**config.mk**
```make
export PLATFORM = sky130hd
export DESIGN_NAME = m2v_stcode_flat
export DESIGN_NICKNAME = d
export VERILOG_FILES = /design/src/rtl/m2v_stcode_if.sv /design/src/rtl/m2v_stcode.sv /design/src/flat_wrapper.sv
export SDC_FILE = /design/constraint.sdc
export NUM_CORES = 1
export LEC_CHECK = 0
export BUFFER_PORTS_ARGS = -buffer_cell sky130_fd_sc_hd__buf_2
export CORE_ASPECT_RATIO = 0.7
export CORE_MARGIN = 2
export CORE_UTILIZATION = 48
export CTS_BUF_LIST = sky130_fd_sc_hd__clkbuf_4 sky130_fd_sc_hd__clkbuf_8
export DETAILED_ROUTE_END_ITERATION = 10
export PLACE_DENSITY = 0.89
export RECOVER_POWER = 100
export SYNTH_ARGS = -nofsm -noshare
export SYNTH_HDL_FRONTEND = slang
export SYNTH_SLANG_ARGS = --single-unit
```
**constraint.sdc**
```tcl
create_clock -name clk -period 3.35 [get_ports clk]
set_clock_uncertainty 0.2 [all_clocks]
set_input_delay 0.1675 -clock clk [delete_from_list [all_inputs] [get_ports clk]]
set_output_delay 0.1675 -clock clk [all_outputs]
set_load 0.02 [all_outputs]
```
**src/rtl/m2v_stcode_if.sv**
```systemverilog
// Stream-side and consumer-side signals of the m2v_stcode start-code scanner.
// master: the scanner. slave: the stream buffer and header parser around it.
interface m2v_stcode_if #(
  parameter int SKIPCNT_WIDTH = 16
);
  logic [12:0]              buffer_data;
  logic                     buffer_valid;
  logic                     parser_shift;
  logic [3:0]               parser_width;
  logic                     parser_align;
  logic                     search_start;
  logic                     search_busy;
  logic                     code_valid;
  logic [7:0]               code_value;
  logic                     code_ack;
  logic [SKIPCNT_WIDTH-1:0] skip_count;

  modport master (
    input  buffer_data, buffer_valid, search_start, code_ack,
    output parser_shift, parser_width, parser_align,
           search_busy, code_valid, code_value, skip_count
  );

  modport slave (
    output buffer_data, buffer_valid, search_start, code_ack,
    input  parser_shift, parser_width, parser_align,
           search_busy, code_valid, code_value, skip_count
  );
endinterface

```
**src/rtl/m2v_stcode.sv**
```systemverilog
// m2v_stcode: MPEG2 start-code scanner fed by the stream buffer.
// Byte-aligns, hunts for 00 00 01, captures the following byte and holds it
// until the header parser acknowledges.
// Optional: define M2V_STCODE_SKIPCNT_EN to count bytes discarded before the
// prefix; otherwise skip_count is tied to zero.
//
// state | meaning
// IDLE  | waiting for search_start
// ALIGN | one align strobe to the next byte boundary
// SCAN  | consuming bytes, tracking the zero run
// CODE  | consuming the byte after the prefix
// FOUND | code_value presented, waiting for code_ack
module m2v_stcode #(
  parameter int SKIPCNT_WIDTH = 16
) (
  input  logic         clk,
  input  logic         reset,
  input  logic         softreset,
  m2v_stcode_if.master bus
);

  typedef enum logic [2:0] {IDLE, ALIGN, SCAN, CODE, FOUND} state_t;

  state_t      state;
  logic [1:0]  zcnt;
  logic        code_valid_q;
  logic [7:0]  code_value_q;
  logic [7:0]  cur_byte;

  assign cur_byte = bus.buffer_data[12:5];

  // The buffer acts on these strobes in the same cycle, so they stay combinational.
  assign bus.parser_width = 4'd8;
  assign bus.parser_align = !softreset && (state == ALIGN) && bus.buffer_valid;
  assign bus.parser_shift = !softreset && ((state == SCAN) || (state == CODE))
                            && bus.buffer_valid;
  assign bus.search_busy  = (state == ALIGN) || (state == SCAN) || (state == CODE);
  assign bus.code_valid   = code_valid_q;
  assign bus.code_value   = code_value_q;

  // Main sequencer: alignment, prefix detection and code hand-off.
  always_ff @(posedge clk or posedge reset) begin
    if (reset) begin
      state        <= IDLE;
      zcnt         <= 2'd0;
      code_valid_q <= 1'b0;
      code_value_q <= 8'h00;
    end else if (softreset) begin
      state        <= IDLE;
      zcnt         <= 2'd0;
      code_valid_q <= 1'b0;
      code_value_q <= 8'h00;
    end else begin
      case (state)
        IDLE: begin
          if (bus.search_start) begin
            state <= ALIGN;
            zcnt  <= 2'd0;
          end
        end
        ALIGN: begin
          if (bus.buffer_valid) state <= SCAN;
        end
        SCAN: begin
          if (bus.buffer_valid) begin
            if (cur_byte == 8'h00) begin
              if (zcnt != 2'd2) zcnt <= zcnt + 2'd1;
            end else if ((cur_byte == 8'h01) && (zcnt == 2'd2)) begin
              state <= CODE;
              zcnt  <= 2'd0;
            end else begin
              zcnt <= 2'd0;
            end
          end
        end
        CODE: begin
          if (bus.buffer_valid) begin
            code_value_q <= cur_byte;
            code_valid_q <= 1'b1;
            state        <= FOUND;
          end
        end
        FOUND: begin
          if (bus.code_ack) begin
            code_valid_q <= 1'b0;
            zcnt         <= 2'd0;
            state        <= bus.search_start ? ALIGN : IDLE;
          end
        end
        default: state <= IDLE;
      endcase
    end
  end

`ifdef M2V_STCODE_SKIPCNT_EN
  logic [SKIPCNT_WIDTH-1:0] skip_q;
  logic                     skip_clr;
  logic                     skip_brk;
  logic [SKIPCNT_WIDTH:0]   skip_sum;

  // A fresh search clears the count; a broken run discards the pending zeros
  // plus the byte that broke it. Extra leading zeros are held in the saturated
  // zcnt and so never reach the count.
  assign skip_clr = ((state == IDLE) && bus.search_start) ||
                    ((state == FOUND) && bus.code_ack && bus.search_start);
  assign skip_brk = (state == SCAN) && bus.buffer_valid && (cur_byte != 8'h00) &&
                    !((cur_byte == 8'h01) && (zcnt == 2'd2));
  assign skip_sum = {1'b0, skip_q} + (SKIPCNT_WIDTH + 1)'({1'b0, zcnt} + 3'd1);

  // Saturating skipped-byte counter.
  always_ff @(posedge clk or posedge reset) begin
    if (reset) begin
      skip_q <= '0;
    end else if (softreset || skip_clr) begin
      skip_q <= '0;
    end else if (skip_brk && !softreset) begin
      skip_q <= skip_sum[SKIPCNT_WIDTH] ? '1 : skip_sum[SKIPCNT_WIDTH-1:0];
    end
  end

  assign bus.skip_count = skip_q;
`else
  assign bus.skip_count = '0;
`endif

endmodule

```
**src/flat_wrapper.sv**
```systemverilog
// flat-port wrapper written by rule: the top's interface ports become plain ports
module m2v_stcode_flat 
#(
  parameter int SKIPCNT_WIDTH = 16
)
  (clk, reset, softreset, bus_buffer_data, bus_buffer_valid, bus_search_start, bus_code_ack, bus_parser_shift, bus_parser_width, bus_parser_align, bus_search_busy, bus_code_valid, bus_code_value, bus_skip_count);
  m2v_stcode_if #(.SKIPCNT_WIDTH(SKIPCNT_WIDTH)) bus_i ();
  input  logic clk;
  input  logic reset;
  input  logic softreset;
  input wire logic [$bits(bus_i.buffer_data)-1:0] bus_buffer_data;
  input wire logic [$bits(bus_i.buffer_valid)-1:0] bus_buffer_valid;
  input wire logic [$bits(bus_i.search_start)-1:0] bus_search_start;
  input wire logic [$bits(bus_i.code_ack)-1:0] bus_code_ack;
  output wire logic [$bits(bus_i.parser_shift)-1:0] bus_parser_shift;
  output wire logic [$bits(bus_i.parser_width)-1:0] bus_parser_width;
  output wire logic [$bits(bus_i.parser_align)-1:0] bus_parser_align;
  output wire logic [$bits(bus_i.search_busy)-1:0] bus_search_busy;
  output wire logic [$bits(bus_i.code_valid)-1:0] bus_code_valid;
  output wire logic [$bits(bus_i.code_value)-1:0] bus_code_value;
  output wire logic [$bits(bus_i.skip_count)-1:0] bus_skip_count;
  assign bus_i.buffer_data = bus_buffer_data;
  assign bus_i.buffer_valid = bus_buffer_valid;
  assign bus_i.search_start = bus_search_start;
  assign bus_i.code_ack = bus_code_ack;
  assign bus_parser_shift = bus_i.parser_shift;
  assign bus_parser_width = bus_i.parser_width;
  assign bus_parser_align = bus_i.parser_align;
  assign bus_search_busy = bus_i.search_busy;
  assign bus_code_valid = bus_i.code_valid;
  assign bus_code_value = bus_i.code_value;
  assign bus_skip_count = bus_i.skip_count;
  m2v_stcode #(.SKIPCNT_WIDTH(SKIPCNT_WIDTH)) u_core (.clk(clk), .reset(reset), .softreset(softreset), .bus(bus_i));
endmodule
```
==> impl_metrics.csv <==
group,metric,value,unit
logic_synthesis,synth_top_area_share,0.391,
finish,syn_to_final_growth,13.2,%
worst_setup_path,max_stage_delay,0.56,ns
sta,worst_slew_pin_slew,1.20,ns
flow_run,cap_viol_max_count,0,
sta,rsz0062_at_grt,"false",
worst_setup_path,critPathSlowestCell,"or4_1",
route,routed_via_density,4.97,
grt,grt_pass1_vias,651,
logic_synthesis,synth_enable_flop_cells,0,
die,dieArea,2240,µm²
logic_synthesis,synth_area_leaders,"dfrtp_1 39%, buf_4 17%, a22o_1 6.8%",
worst_setup_path,reg2reg_slack,1.17,ns
logic_synthesis,ys_types,33,
route,drt_iter0_markers,14,
clock_network,root_buffer,"clkbuf_4",
power_and_ir_drop,combPwrFrac,0.232,
logic_synthesis,ys_ff_latch,14,
clock_network,path_clk_slew,0.08,ns
worst_setup_path,cp-endpoint,"u_core.zcnt[1]",
place,gp_congestion,0.667,
logic_synthesis,synth-warning-count,0,
die,core,1810,µm²
worst_setup_path,path_class,"in -> reg",
route,ant_nets,0,
grt,grt_antenna_before_repair,0,
logic_synthesis,post-synth-top-count-cell,"buf_4",
clock_network,ctsHtreeMaxLevel,1,
clock_network,hold_buffers,9,
die,initial_core_util,0.497,
sta,drv_slew,0,
power_and_ir_drop,power.density,351,nW/µm²
sta,hold_viol_final,0,
grt,overflow,0,
worst_setup_path,reg2reg_depth,3,
logic_synthesis,synth.largest_area_cell,"dfrtp_1",
clock_network,ctsResizeCount,0,
sta,slew_headroom,0.189,
route,drc,0,
power_and_ir_drop,power.share.clock,0.252,
power_and_ir_drop,p_int,0.244,mW
worst_setup_path,worst_path_dominant_cell_family,"simple AND/OR/NAND/NOR gates",
worst_setup_path,crit_fanout,3,
worst_setup_path,arrival,2.27,ns
logic_synthesis,syn_area_per_cell,9.86,µm²
finish,instances_no_fill,144,
clock_network,clk_latency,0.27,ns
worst_setup_path,cp-end-kind,"register",
grt,grt_max_degree,15,
place,dp_hpwl,1280,µm
worst_setup_path,timing.rr.end,"u_core.bus.code_value[1]",
power_and_ir_drop,swShare,0.316,
power_and_ir_drop,seqPwrFrac,0.515,
die,row_count,13,
route,vias,716,
sta,fmax,436,MHz
clock_network,post_cts_buffers,0,
clock_network,cts_max_path_buffers,2,
run_status,status,"complete, no violations",
die,io_pins,51,
sta,fin_crit_sh,0.685,
route,drt-wirelength-per-cell,12.6,µm
logic_synthesis,ys.flop_type,"dfrtp_1",
clock_network,cts_tree,"yes",
sta,setup_viol_count_final,0,
worst_setup_path,crit_buf_inv,2,
worst_setup_path,cp.required,3.33,ns
logic_synthesis,ys_top_cells_by_count,"20 x buf_4, 14 x dfrtp_1, 7 x a22o_1, 7 x nor2_1",
power_and_ir_drop,p_leak,0.474,nW
finish,num_antenna_cells,0,
finish,layout.nets,144,
finish,final_layout_size_suffix_gt1_frac,0.156,
clock_network,numCtsBuffers,3,
sta,finalCriticalPeriod,2.30,ns
die,die_w,55.7,µm
power_and_ir_drop,switching_power,0.113,mW
worst_setup_path,cp.depth,6,
hold_path,min_path_type,"in -> reg",
logic_synthesis,mappedNetlistArea,897,µm²
worst_setup_path,worstPathCellList,"dlygate4sd3_1 -> buf_2 -> or4_1 -> nor4_1 -> nand2b_1 -> o31ai_1",
place,io_buffers,25,
grt,grt_pass1_wl,2840,µm
power_and_ir_drop,peakVddDrop,0.197,mV
sta,fin_tns_setup,0,ns
logic_synthesis,asyncSetResetFlopFracSynth,1.00,
route,totalWireLength,1810,µm
die,die_h,40.2,µm
clock_network,cts.sinks,14,
route,dr.pass1.iters,4,
grt,grt_usage,0.167,
place,dp.cells,132,
logic_synthesis,synth_seq_area_share,0.391,
worst_setup_path,start_kind,"input port",
logic_synthesis,netlist_instances,91,
worst_setup_path,startpoint,"bus_buffer_data[10]",
worst_setup_path,r2r_start,"u_core.state[0]",
[cell families after synthesis]
group,count (synthesis),synth area share
other,2,0.00837
and+or+nand+nor,25,0.188
muxes,1,0.0126
DFF,14,0.391
adders and majority gates,1,0.0139
buffers and inverters,28,0.209
xor gates and xnor gates,1,0.00976
AOI/OAI and AO/OA,19,0.167
[metrics by stage]
step / util / worst slack [ns] / power, mW / hold WS, ns / area (µm²)
2_1_floorplan: - / 1.67 / 0.263 / -0.143 / 965
3_3_place_gp: 0.523 / 1.51 / 0.262 / 0.0184 / 945
3_5_place_dp: 0.523 / 1.46 / 0.264 / 0.0344 / 945
4_1_cts: 0.586 / 1.33 / 0.365 / 0.000680 / 1060
5_1_grt: 0.563 / 0.906 / 0.378 / 0.0195 / 1020
6_report: 0.563 / 1.05 / 0.356 / 0.00530 / 1020
[routing by layer]
layer | part of all wire | routed length (µm) | GRT usage | up-vias
met5 | 0 | 0 | 0 | -
met3 | 0.077 | 139 | 0.0484 | 0
met2 | 0.48 | 872 | 0.283 | 33
met1 | 0.44 | 797 | 0.210 | 335
met4 | 0 | 0 | 0.0610 | 0
li1 | - | - | - | 348
[flip-flops by register name, summed over array words and instances, names as in the netlist]
name                   flops
u_core.bus.code_valid      1
u_core.bus.code_value      8
u_core.state               3
u_core.zcnt                2
[how the worst min path moves through the flow]
| stage | cells past startpoint | endpoint | from | slack, ns |
|---|---|---|---|---|
| after detailed placement | 2 | u_core.bus.code_value[0] | reset | 0.03 |
| after CTS | 3 | u_core.state[0] | bus_buffer_valid | 0.0007 |
| final | 2 | u_core.state[2] | softreset | 0.005 |
| after global routing | 2 | u_core.state[2] | softreset | 0.02 |
| after floorplan | 1 | u_core.bus.code_valid | reset | -0.14 |
| after global placement | 2 | u_core.bus.code_value[0] | reset | 0.02 |
[layout make-up]
| type | count | area [µm²] |
|---|---|---|
| clock buffers | 3 | 22.5 |
| fillers | 163 | 790 |
| multi-input cells | 67 | 402 |
| repair buffers | 34 | 199 |
| flip-flops and latches | 14 | 350 |
| inverters | 4 | 15.0 |
| well taps | 22 | 27.5 |
[power by group through the flow]
stage                     Combinational (mW)  Sequential [mW]  Clock (mW)
final                                 0.0827            0.184      0.0899
after global routing                  0.0907            0.185       0.102
after CTS                             0.0857            0.183      0.0957
after detailed placement              0.0776            0.187           0
after global placement                0.0757            0.186           0
after floorplan                       0.0818            0.181           0
[layout by cell type, fill, tap and decap left out, types with 2 or more instances in the layout]
cell / n
and2_1: 2
dlygate4sd3_1: 9
dfrtp_1: 14
nor2_1: 7
a22oi_1: 3
nor4_1: 3
clkbuf_4: 3
nor3_1: 4
clkbuf_1: 13
buf_2: 12
a22o_1: 7
o31ai_1: 2
a21oi_1: 2
conb_1: 20
nand2_1: 2
inv_1: 4
No activity file was read; power rests on OpenSTA's default activity.
